`config.mk`:
```
export PLATFORM = sky130hd
export DESIGN_NAME = ysyx_22050612_fetch_flat
export DESIGN_NICKNAME = d
export VERILOG_FILES = /design/src/rtl/ysyx_22050612_fetch_if.sv /design/src/rtl/ysyx_22050612_fetch.sv /design/src/flat_wrapper.sv
export SDC_FILE = /design/constraint.sdc
export NUM_CORES = 1
export LEC_CHECK = 0
export ABC_CLOCK_PERIOD_IN_PS = 3600
export CELL_PAD_IN_SITES_DETAIL_PLACEMENT = 0
export CELL_PAD_IN_SITES_GLOBAL_PLACEMENT = 2
export CORE_ASPECT_RATIO = 0.75
export CORE_UTILIZATION = 35
export DETAILED_ROUTE_END_ITERATION = 7
export HOLD_SLACK_MARGIN = 0.15
export PLACE_DENSITY_LB_ADDON = 0.1
export SLEW_MARGIN = 5
export SYNTH_ARGS = -nofsm -noshare
export SYNTH_HDL_FRONTEND = slang
export SYNTH_SLANG_ARGS = --single-unit
```
`constraint.sdc`:
```
create_clock -name clk -period 3.6 [get_ports clk]
set_clock_uncertainty 0.05 [all_clocks]
set_input_delay 0.72 -clock clk [delete_from_list [all_inputs] [get_ports clk]]
set_output_delay 0.72 -clock clk [all_outputs]
set_load 0.02 [all_outputs]
```
`src/rtl/ysyx_22050612_fetch_if.sv`:
```
// Fetch unit bus: memory request/response, decode hand-off, redirect.
// YSYX_22050612_FETCH_FAULT_EN adds rsp_err / inst_fault.
interface ysyx_22050612_fetch_if;
  logic        req_valid;
  logic        req_ready;
  logic [63:0] req_addr;
  logic        rsp_valid;
  logic [31:0] rsp_data;
  logic        rsp_ready;
  logic        inst_valid;
  logic        inst_ready;
  logic [31:0] inst;
  logic [63:0] inst_pc;
  logic        redirect_valid;
  logic [63:0] redirect_pc;
`ifdef YSYX_22050612_FETCH_FAULT_EN
  logic        rsp_err;
  logic        inst_fault;

  modport master (
    output req_valid, req_addr, rsp_ready,
    output inst_valid, inst, inst_pc, inst_fault,
    input  req_ready, rsp_valid, rsp_data, rsp_err,
    input  inst_ready, redirect_valid, redirect_pc
  );

  modport slave (
    input  req_valid, req_addr, rsp_ready,
    input  inst_valid, inst, inst_pc, inst_fault,
    output req_ready, rsp_valid, rsp_data, rsp_err,
    output inst_ready, redirect_valid, redirect_pc
  );
`else
  modport master (
    output req_valid, req_addr, rsp_ready,
    output inst_valid, inst, inst_pc,
    input  req_ready, rsp_valid, rsp_data,
    input  inst_ready, redirect_valid, redirect_pc
  );

  modport slave (
    input  req_valid, req_addr, rsp_ready,
    input  inst_valid, inst, inst_pc,
    output req_ready, rsp_valid, rsp_data,
    output inst_ready, redirect_valid, redirect_pc
  );
`endif
endinterface

```
`src/rtl/ysyx_22050612_fetch.sv`:
```
// Instruction fetch: single-outstanding reader feeding a small FIFO.
// Optional YSYX_22050612_FETCH_FAULT_EN: bus errors become faulting nops.
module ysyx_22050612_fetch #(
  parameter logic [63:0] RESET_PC = 64'h0000_0000_8000_0000,
  parameter int          DEPTH    = 2
) (
  input logic                   clk,
  input logic                   rst,
  ysyx_22050612_fetch_if.master bus
);
  localparam int AW = $clog2(DEPTH);
  localparam logic [AW:0] FULL = (AW+1)'(DEPTH);

  typedef enum logic [1:0] {
    IDLE,
    REQ,
    WAIT,
    DROP
  } state_t;

  state_t      state;
  logic [63:0] pc;
  logic [63:0] tag;
  logic [AW:0] count;
  logic [AW-1:0] wr_ptr;
  logic [AW-1:0] rd_ptr;
  logic [31:0] mem_inst [DEPTH];
  logic [63:0] mem_pc [DEPTH];

  logic hs;
  logic push;
  logic pop;
  logic redir;
  logic err;
  logic halt;

  assign redir = bus.redirect_valid;
  assign hs    = bus.req_valid & bus.req_ready;
  assign push  = (state == WAIT) & bus.rsp_valid & ~redir;
  assign pop   = bus.inst_valid & bus.inst_ready & ~redir;

  assign bus.req_valid  = (state == REQ) & (count < FULL) & ~halt;
  assign bus.req_addr   = pc;
  assign bus.rsp_ready  = 1'b1;
  assign bus.inst_valid = (count != '0);
  assign bus.inst       = mem_inst[rd_ptr];
  assign bus.inst_pc    = mem_pc[rd_ptr];

`ifdef YSYX_22050612_FETCH_FAULT_EN
  logic [DEPTH-1:0] mem_flt;

  assign err = bus.rsp_err;
  assign bus.inst_fault = mem_flt[rd_ptr];

  // A faulting fetch parks the unit until execute steers it elsewhere.
  always_ff @(posedge clk or negedge rst) begin
    if (!rst) begin
      halt    <= 1'b0;
      mem_flt <= '0;
    end else if (redir) begin
      halt <= 1'b0;
    end else if (push) begin
      mem_flt[wr_ptr] <= err;
      if (err) halt <= 1'b1;
    end
  end
`else
  assign err  = 1'b0;
  assign halt = 1'b0;
`endif

  always_ff @(posedge clk or negedge rst) begin
    if (!rst) begin
      state <= IDLE;
      pc    <= RESET_PC;
      tag   <= '0;
    end else if (redir) begin
      pc <= {bus.redirect_pc[63:2], 2'b00};
      // An address issued this cycle or still in flight is stale.
      unique case (state)
        IDLE:    state <= IDLE;
        REQ:     state <= hs ? DROP : REQ;
        default: state <= bus.rsp_valid ? REQ : DROP;
      endcase
    end else begin
      unique case (state)
        IDLE: state <= REQ;
        REQ: begin
          if (hs) begin
            pc    <= pc + 64'd4;
            tag   <= pc;
            state <= WAIT;
          end
        end
        WAIT: if (bus.rsp_valid) state <= REQ;
        DROP: if (bus.rsp_valid) state <= REQ;
      endcase
    end
  end

  always_ff @(posedge clk or negedge rst) begin
    if (!rst) begin
      count  <= '0;
      wr_ptr <= '0;
      rd_ptr <= '0;
      for (int i = 0; i < DEPTH; i++) begin
        mem_inst[i] <= '0;
        mem_pc[i]   <= '0;
      end
    end else if (redir) begin
      count  <= '0;
      wr_ptr <= '0;
      rd_ptr <= '0;
    end else begin
      if (push) begin
        mem_inst[wr_ptr] <= err ? 32'h0000_0013 : bus.rsp_data;
        mem_pc[wr_ptr]   <= tag;
        wr_ptr           <= wr_ptr + AW'(1);
      end
      if (pop) rd_ptr <= rd_ptr + AW'(1);
      count <= count + {{AW{1'b0}}, push} - {{AW{1'b0}}, pop};
    end
  end
endmodule
```
`src/flat_wrapper.sv`:
```
// flat-port wrapper written by rule: the top's interface ports become plain ports
module ysyx_22050612_fetch_flat 
#(
  parameter logic [63:0] RESET_PC = 64'h0000_0000_8000_0000,
  parameter int          DEPTH    = 2
)
  (clk, rst, bus_req_valid, bus_req_addr, bus_rsp_ready, bus_inst_valid, bus_inst, bus_inst_pc, bus_req_ready, bus_rsp_valid, bus_rsp_data, bus_inst_ready, bus_redirect_valid, bus_redirect_pc);
  ysyx_22050612_fetch_if bus_i ();
  input logic clk;
  input logic rst;
  output wire logic [$bits(bus_i.req_valid)-1:0] bus_req_valid;
  output wire logic [$bits(bus_i.req_addr)-1:0] bus_req_addr;
  output wire logic [$bits(bus_i.rsp_ready)-1:0] bus_rsp_ready;
  output wire logic [$bits(bus_i.inst_valid)-1:0] bus_inst_valid;
  output wire logic [$bits(bus_i.inst)-1:0] bus_inst;
  output wire logic [$bits(bus_i.inst_pc)-1:0] bus_inst_pc;
  input wire logic [$bits(bus_i.req_ready)-1:0] bus_req_ready;
  input wire logic [$bits(bus_i.rsp_valid)-1:0] bus_rsp_valid;
  input wire logic [$bits(bus_i.rsp_data)-1:0] bus_rsp_data;
  input wire logic [$bits(bus_i.inst_ready)-1:0] bus_inst_ready;
  input wire logic [$bits(bus_i.redirect_valid)-1:0] bus_redirect_valid;
  input wire logic [$bits(bus_i.redirect_pc)-1:0] bus_redirect_pc;
  assign bus_req_valid = bus_i.req_valid;
  assign bus_req_addr = bus_i.req_addr;
  assign bus_rsp_ready = bus_i.rsp_ready;
  assign bus_inst_valid = bus_i.inst_valid;
  assign bus_inst = bus_i.inst;
  assign bus_inst_pc = bus_i.inst_pc;
  assign bus_i.req_ready = bus_req_ready;
  assign bus_i.rsp_valid = bus_rsp_valid;
  assign bus_i.rsp_data = bus_rsp_data;
  assign bus_i.inst_ready = bus_inst_ready;
  assign bus_i.redirect_valid = bus_redirect_valid;
  assign bus_i.redirect_pc = bus_redirect_pc;
  ysyx_22050612_fetch #(.RESET_PC(RESET_PC), .DEPTH(DEPTH)) u_core (.clk(clk), .rst(rst), .bus(bus_i));
endmodule
```
==> flow_metrics.tcl <==
set metrics [dict create \
    pwr-share-seq_pct 40.2 \
    cp.arrival_ns 2.43 \
    crit_type "register to primary output" \
    postSynthAreaPerCell_um2 12.8 \
    overflow 0 \
    wire_per_inst_um 20.4 \
    drt-total-wl_um 39300 \
    die-area_um2 42000 \
    clockBufferDepth 3 \
    finalSetupViolations 0 \
    min_path_type "primary input to async pin" \
    synth_cell_types 45 \
    rsz0062_at_grt "no" \
    seq_area_um2 7960 \
    r2r_start "u_core.bus.req_addr[13]" \
    p_leak_nw 8.05 \
    fp.dieW_um 236 \
    path_clk_slew_ns 0.06 \
    slew_violations 0 \
    fin_crit_sh_pct 89.0 \
    fin_crit_ns 3.20 \
    cts_hold_buf 0 \
    crit_fanout 38 \
    port_buffers 257 \
    n_fill_cell 3700 \
    nets 1491 \
    powerDensity_nw_per_um2 692 \
    synth_top_area_share_pct 55.1 \
    crit_path_start_kind "register" \
    drive_gt1_share_pct 31.9 \
    grt_max_degree 87 \
    yosys-top-cells-count "347 x mux2_2, 317 x dfrtp_1, 78 x nand2_1" \
    reg2reg_to "u_core.bus.req_addr[53]" \
    ir_worst_vdd_mv 0.350 \
    cap_violations 0 \
    status "finished clean" \
    p_clk_share_pct 29.6 \
    place_congestion 0.736 \
    clock_latency_ns 0.53 \
    synth.area.top_cells "dfrtp_1 55%, mux2_2 27%, nand2_1 2.0%" \
    synthesis.area_um2 14400 \
    core_area_um2 40000 \
    worstRegToRegCells 5 \
    multi_input_area_um2 6170 \
    dr.pass1.iters 4 \
    p_int_mw 9.29 \
    synth_edf_count 0 \
    grt_pass1_wl_um 61800 \
    dr.first_iter.drc_count 445 \
    regToRegSetupSlack_ns 0.69 \
    clkSinkCount 318 \
    tns_ns 0 \
    post_cts_resize_count 0 \
    pre_cts_ws_ns 0.0583 \
    combinationalPowerShare_pct 30.2 \
    row_count 63 \
    timing.final.ws_setup_ns 0.396 \
    grt_pass1_vias 10100 \
    endpoint_kind "primary output" \
    die_h_um 178 \
    drc 0 \
    track_usage_pct 18.9 \
    htreeDepth 2 \
    syn_to_final_growth_pct 31.7 \
    cts_root_buffer "clkbuf_16" \
    slew-limit-headroom_pct 36.7 \
    syn_inst 1122 \
    synth_flop_cell "dfrtp_1" \
    synth_seq_cells 318 \
    yosysMostFrequentCell "mux2_2" \
    yosysWarnings 0 \
    max_freq_mhz 312 \
    cts_tree "yes" \
    async_reset_ff_share_pct 100 \
    dp_hpwl_um 26700 \
    via_per_inst 5.07 \
    antenna_found_initial 3 \
    ios 265 \
    hold_viol 0 \
    cts-buffers-inserted 35 \
    post_cts_buffers 0 \
    sw_frac_of_total_pct 29.2 \
    yosysTopAreaCell "dfrtp_1" \
    vias 9796 \
    initial_core_util_pct 36.0 \
    synth-seq-area-share_pct 55.2 \
    critical_path_required_ns 2.83 \
    worst_slew_pin_slew_ns 0.950 \
    switching_power_mw 3.84 \
    drtAntennaViolNets 0 \
]
## layout by cell type, fill, tap and decap left out, drive strengths merged, types with 7 or more instances in the layout
cell type	netlist	final
o21ai	49	49
nand2	78	78
and4	8	8
buf	15	36
or3	12	12
xor2	11	11
clkdlybuf4s50	0	255
and3	9	9
mux2	347	347
a31oi	17	17
o31ai	7	7
xnor2	31	31
nand4	21	21
nor4	19	19
nor3	17	17
inv	9	9
dfrtp	317	317
or4	14	14
nor2	33	33
nand3	25	25
clkbuf	52	52
## power groups by stage
stage / Sequential, mW / Clock, mW / Combinational (mW)
after floorplan: 5.18 / 0 / 2.32
after global placement: 5.29 / 0 / 3.98
after detailed placement: 5.33 / 0 / 4.01
after CTS: 5.28 / 4.01 / 4.04
after global routing: 5.44 / 4.15 / 4.24
final: 5.27 / 3.89 / 3.97
## per-layer routing
layer  GRT usage (%)  share of wire (%)  up-vias
met3            4.36                4.8       40
met4            3.95                1.2        4
met5               0              0.066        -
met2            29.3                 45      174
met1            27.1                 49     4988
li1                -                  -     4590
## cell type report
class | count | share of cell area (%)
diodes | 1 | 0.0132
clock buffers | 52 | 5.65
clock inverters | 9 | 0.897
inverters | 9 | 0.178
multi-input cells | 731 | 32.5
flip-flops and latches | 318 | 42.0
well taps | 520 | 3.43
repair buffers | 291 | 15.3
## worst max-delay path: stages, from the launching register on
cell and delay [ns]:
dfrtp_4 0.42, buf_4 0.47, mux2_2 0.40, clkdlybuf4s50_1 0.56
## kinds of logic (layout without fill, tap and decap cells)
group	Yosys count	after routing	synth area share, %
other cells	2	6	0.0521
buf+inv	76	361	2.15
compound gates	83	83	3.39
simple gates	250	250	9.16
flops	318	318	55.2
mux	348	348	27.2
fa+ha+maj	3	3	0.261
xor+xnor	42	42	2.55
## metrics by stage
| stage | total power, mW | hold WS [ns] | instance area (um2) | utilization [%] | instances |
|---|---|---|---|---|---|
| 2_1_floorplan | 7.51 | 0.374 | 14400 | - | 1125 |
| 3_3_place_gp | 9.27 | 0.432 | 17700 | 44.3 | 1869 |
| 3_5_place_dp | 9.34 | 0.437 | 17700 | 44.3 | 1869 |
| 4_1_cts | 13.3 | 0.178 | 19000 | 47.4 | 1930 |
| 5_1_grt | 13.8 | 0.205 | 19000 | 47.4 | 1930 |
| 6_report | 13.1 | 0.156 | 19000 | 47.4 | 1931 |
## sequential cells by signal, summed over array words and instances (netlist names)
| name | flops |
|---|---|
| u_core.mem_pc | 124 |
| u_core.mem_inst | 64 |
| u_core.bus.req_addr | 62 |
| u_core.tag | 62 |
| u_core.count | 2 |
| u_core.state | 2 |
| u_core.rd_ptr | 1 |
| u_core.wr_ptr | 1 |
## worst max path at each step
stage,start,end,slack (ns),depth (start not counted)
after floorplan,bus_req_ready,u_core.bus.req_addr[57],0.84,7
after global placement,bus_req_ready,u_core.bus.req_addr[57],0.08,6
after detailed placement,bus_req_ready,u_core.bus.req_addr[53],0.06,6
after CTS,u_core.rd_ptr,bus_inst_pc[62],0.32,3
after global routing,u_core.rd_ptr,bus_inst_pc[33],0.29,3
final,u_core.rd_ptr,bus_inst_pc[43],0.40,3
Note: power is estimated with default switching activity, not from simulation.
